--- src/rtl/fcn_matrix_mult_transpose.sv ---
// Transpose matrix-vector unit for the FC backward pass: out_vec = W^T * grad_vec.
// One weight row is consumed per ACCUM cycle, with N parallel MACs into wrapping accumulators.
module fcn_matrix_mult_transpose #(
    parameter int M          = 4,
    parameter int N          = 4,
    parameter int DATA_WIDTH = 16,
    parameter int ACC_WIDTH  = 32
) (
    input  logic                         clk,
    input  logic                         rst,
    input  logic                         in_valid,
    output logic                         in_ready,
    input  logic signed [DATA_WIDTH-1:0] grad_vec [M],
    input  logic signed [DATA_WIDTH-1:0] weight [M][N],
    output logic                         out_valid,
    input  logic                         out_ready,
    output logic signed [ACC_WIDTH-1:0]  out_vec [N],
    output logic                         busy,
    output logic [1:0]                   state_o
);

    // Handshakes: a transfer happens on a rising edge where valid && ready are both high.
    // The producer holds data while valid && !ready; ready never depends on valid.
    localparam int IDX_W = (M > 1) ? $clog2(M) : 1;
    localparam logic [IDX_W-1:0] LAST_IDX = IDX_W'(M - 1);

    typedef enum logic [1:0] {
        S_IDLE  = 2'd0,
        S_ACCUM = 2'd1,
        S_DONE  = 2'd2
    } state_t;

    state_t                         state_q, state_d;
    logic [IDX_W-1:0]               idx_q, idx_d;
    logic signed [DATA_WIDTH-1:0]   grad_q [M];
    logic signed [DATA_WIDTH-1:0]   grad_d [M];
    logic signed [ACC_WIDTH-1:0]    acc_q [N];
    logic signed [ACC_WIDTH-1:0]    acc_d [N];
    logic signed [2*DATA_WIDTH-1:0] prod [N];

    // Full-width products of the current grad element against row idx.
    always_comb begin
        for (int n = 0; n < N; n++) begin
            prod[n] = grad_q[idx_q] * weight[idx_q][n];
        end
    end

    always_comb begin
        state_d = state_q;
        idx_d   = idx_q;
        grad_d  = grad_q;
        acc_d   = acc_q;
        case (state_q)
            S_IDLE: begin
                if (in_valid) begin
                    grad_d  = grad_vec;
                    idx_d   = '0;
                    state_d = S_ACCUM;
                    for (int n = 0; n < N; n++) begin
                        acc_d[n] = '0;
                    end
                end
            end
            S_ACCUM: begin
                // Size cast sign-extends or truncates the product; the sum wraps.
                for (int n = 0; n < N; n++) begin
                    acc_d[n] = acc_q[n] + ACC_WIDTH'(prod[n]);
                end
                if (idx_q == LAST_IDX) begin
                    state_d = S_DONE;
                end else begin
                    idx_d = idx_q + 1'b1;
                end
            end
            S_DONE: begin
                if (out_ready) begin
                    state_d = S_IDLE;
                end
            end
            default: begin
                state_d = S_IDLE;
            end
        endcase
    end

    always_ff @(posedge clk) begin
        if (rst) begin
            state_q <= S_IDLE;
            idx_q   <= '0;
            for (int m = 0; m < M; m++) begin
                grad_q[m] <= '0;
            end
            for (int n = 0; n < N; n++) begin
                acc_q[n] <= '0;
            end
        end else begin
            state_q <= state_d;
            idx_q   <= idx_d;
            grad_q  <= grad_d;
            acc_q   <= acc_d;
        end
    end

    assign in_ready  = (state_q == S_IDLE);
    assign out_valid = (state_q == S_DONE);
    assign busy      = (state_q != S_IDLE);
    assign state_o   = state_q;
    assign out_vec   = acc_q;

endmodule

--- config.mk ---
export PLATFORM = sky130hd
export DESIGN_NAME = fcn_matrix_mult_transpose
export DESIGN_NICKNAME = d
export VERILOG_FILES = /design/src/rtl/fcn_matrix_mult_transpose.sv
export SDC_FILE = /design/constraint.sdc
export NUM_CORES = 2
export LEC_CHECK = 0
export BUFFER_PORTS_ARGS = -buffer_cell sky130_fd_sc_hd__buf_4
export CAP_MARGIN = 40
export CORE_ASPECT_RATIO = 2
export CORE_MARGIN = 4
export CORE_UTILIZATION = 65
export CTS_BUF_LIST = sky130_fd_sc_hd__clkbuf_8
export CTS_CLUSTER_DIAMETER = 60
export CTS_CLUSTER_SIZE = 12
export DETAILED_ROUTE_END_ITERATION = 7
export PLACE_DENSITY = 0.95
export SYNTH_ARGS = -nofsm -noshare
export SYNTH_HDL_FRONTEND = slang
export SYNTH_SLANG_ARGS = --single-unit
--- constraint.sdc ---
create_clock -name clk -period 13.3 [get_ports clk]
set_input_delay 1.33 -clock clk [delete_from_list [all_inputs] [get_ports clk]]
set_output_delay 1.33 -clock clk [all_outputs]
set_load 0.05 [all_outputs]
==> results.sh <==
export IMPL_clk_latency_ps=650
export IMPL_cts_buffers=17
export IMPL_dr_pass1_iters=8
export IMPL_slowest_stage="mux2i_1"
export IMPL_skew_ps=30.8
export IMPL_grt_use_met2_pct=68.7
export IMPL_rows=145
export IMPL_synth_top_area_share_pct=45.4
export IMPL_n_fill_cell=5170
export IMPL_vias_per_cell=6.32
export IMPL_path_class="reg2reg"
export IMPL_finalSetupTns_ps=0
export IMPL_die_w_um=207
export IMPL_synth_top_area_cell="fa_1"
export IMPL_fin_ws_ps=4540
export IMPL_rsz0062_at_grt="no"
export IMPL_period_minus_slack_ps=8760
export IMPL_place_ws_ps=4830
export IMPL_end_kind="flop"
export IMPL_yosysMostFrequentCell="inv_1"
export IMPL_cp_max_fo=119
export IMPL_netlist_area_um2=51500
export IMPL_clock_path_buffers=2
export IMPL_yosysWarningCount=0
export IMPL_yosys_top_cells_count="inv_1 (1337), fa_1 (1168), nand2_1 (700)"
export IMPL_p_leak_nw=29.6
export IMPL_r2r_cells=25
export IMPL_die_area_um2=84000
export IMPL_synth_ff_type="dfxtp_1"
export IMPL_area_delta_synth_final_pct=9.76
export IMPL_antenna_found_initial=32
export IMPL_drt_total_wl_mm=185
export IMPL_grt_use_total_pct=45.5
export IMPL_synth_edf_count=0
export IMPL_critPathMaxStageDelay_ps=710
export IMPL_routedWlPerCell_um=25.9
export IMPL_tightest_slew_ps=987
export IMPL_violations="DRC"
export IMPL_min_path_cells=2
export IMPL_worstHoldStart="grad_q[33]"
export IMPL_ys_ff_latch=196
export IMPL_startpoint_type="flop"
export IMPL_grt_pass1_vias=50200
export IMPL_synth_area_top_cells="fa_1 (45%), inv_1 (9.8%), ha_1 (9.6%)"
export IMPL_grt_overflow=0
export IMPL_final_nets=7938
export IMPL_r2r_start="idx_q[0]"
export IMPL_num_io_pins=457
export IMPL_htree_levels=4
export IMPL_cpMostUsedCell="fa_1"
export IMPL_finalHoldViolations=0
export IMPL_initial_utilization_pct=65.7
export IMPL_routabilityCongestion=1.03
export IMPL_portBuffers=456
export IMPL_clk_pin_slew_ps=110
export IMPL_dp_hpwl_mm=141
export IMPL_slew_viol_final=0
export IMPL_top_usage_layer="met2"
export IMPL_die_h_um=406
export IMPL_async_flop_share_pct=0
export IMPL_cts_root_buffer="clkbuf_8"
export IMPL_drt_iter0_markers=5549
export IMPL_cp_required_ps=13810
export IMPL_syn_inst=5754
export IMPL_cts_setup_buffers=0
export IMPL_grt_max_degree=120
export IMPL_hp_class="reg2reg"
export IMPL_ys_types=83
export IMPL_cts_tree="done"
export IMPL_cts_resized=0
export IMPL_outcome="complete, but fails checks"
export IMPL_cts_sinks=196
export IMPL_critPathArrivalTime_ps=9270
export IMPL_grt_util_met3_pct=20.0
export IMPL_slew_headroom_pct=34.2
export IMPL_use_met1_pct=46.3
export IMPL_rr_endpoint="out_vec[31]"
export IMPL_drc_errors=5
export IMPL_fin_crit_sh_pct=65.9
export IMPL_worstHoldEndpoint="grad_q[33]"
export IMPL_num_vias=45000
export IMPL_ant_nets=0
export IMPL_max_freq_mhz=114
export IMPL_yosysSeqAreaShare_pct=7.62
export IMPL_reg2reg_setup_slack_ps=4540
export IMPL_maxCapViolCount=0
export IMPL_grt_pass1_wl_mm=281
export IMPL_setup_viol=0
export IMPL_coreArea_um2=78400
export IMPL_syn_nets=7639
export IMPL_peakVddDrop_mv=0.342
export IMPL_powerDensity_nw_per_um2=282
export IMPL_avgSynthCellArea_um2=8.94
export IMPL_layout_drive_gt1_share_pct=12.1
export IMPL_cts_hold_buf=0
## through the flow
| stage | power [mW] | hold WS (ps) | util, % | cells | area, um^2 |
|---|---|---|---|---|---|
| floorplan | 11.3 | 432 | - | 5754 | 51500 |
| global placement | 14.0 | 439 | 71.3 | 7054 | 55900 |
| detailed placement | 14.9 | 447 | 71.4 | 7061 | 56000 |
| CTS | 15.5 | 463 | 72.0 | 7093 | 56400 |
| global route | 17.4 | 483 | 72.0 | 7101 | 56400 |
| finish | 15.9 | 462 | 72.1 | 7119 | 56500 |
## power by group
group	internal, mW	switching (mW)
Combinational	5.83	8.80
Sequential	0.700	0.135
Clock	0.168	0.291
Total	6.70	9.23
## sequential cells by signal, indices dropped and copies added, names as in the netlist
signal	count
grad_q	64
idx_q	2
out_vec	128
state_o	2
## worst max-delay path by stage
stage | from | endpoint | slack [ps] | cells after the start
2_1_floorplan | weight[177] | out_vec[127] | 5700 | 25
3_3_place_gp | idx_q[0] | out_vec[127] | 5000 | 26
3_5_place_dp | idx_q[0] | out_vec[59] | 4830 | 26
4_1_cts | idx_q[0] | out_vec[59] | 4780 | 26
5_1_grt | idx_q[0] | out_vec[127] | 4310 | 26
6_report | idx_q[0] | out_vec[31] | 4540 | 25
## cell usage in the layout (no fill, tap or decap), drive strengths merged, types with 12 or more instances in the layout
cell type and instances:
fa 1168, clkbuf 19, ha 393, a21o 44
diode 24, o21a 44, inv 1349, nand2 700
mux2i 53, and2 108, o31ai 12, a22oi 70
o21bai 20, nor2b 13, a211oi 19, nor3 21
nand2b 34, buf 535, or2 47, o21ai 140
nor2 576, mux4 28, a21oi 156, xnor2 102
mux2 52, xor2 50, dfxtp 196
## layer usage
| metal | vias to the layer above | wire length, um |
|---|---|---|
| met2 | 3873 | 82300 |
| li1 | 17800 | - |
| met3 | 1655 | 27900 |
| met4 | 10 | 23500 |
| met5 | - | 63 |
| met1 | 21600 | 50800 |
## worst max-delay path: cells and delay by family (launching register included)
| kind | cells | cell delay (ps) |
|---|---|---|
| AOI/OAI and AO/OA | 6 | 1610 |
| xor gates and xnor gates | 1 | 220 |
| adders and majority gates | 7 | 3400 |
| and+or+nand+nor | 3 | 680 |
| muxes | 1 | 710 |
| DFF | 1 | 570 |
| buffers and inverters | 7 | 1130 |
## final cells by class
cell class / instances / area [um^2] / area share, %
multi-input cells: 3962 / 41700 / 73.7
well taps: 1029 / 1290 / 2.28
clock inverters: 13 / 151 / 0.268
flip-flops and latches: 196 / 3930 / 6.96
repair buffers: 535 / 4100 / 7.26
clock buffers: 19 / 262 / 0.463
inverters: 1341 / 5030 / 8.91
diodes: 24 / 60.1 / 0.106
## kinds of logic (layout without fill, tap and decap cells)
kind of cell	after synthesis	in the layout	share of synthesized area [%]
flops	196	196	7.62
compound gates	566	566	7.03
xor+xnor	152	152	2.59
mux	133	133	3.39
other cells	0	24	0
fa+ha+maj	1561	1561	55.0
simple gates	1550	1550	12.7
buf+inv	1596	1908	11.7
Note: power is estimated with default switching activity, not from simulation.
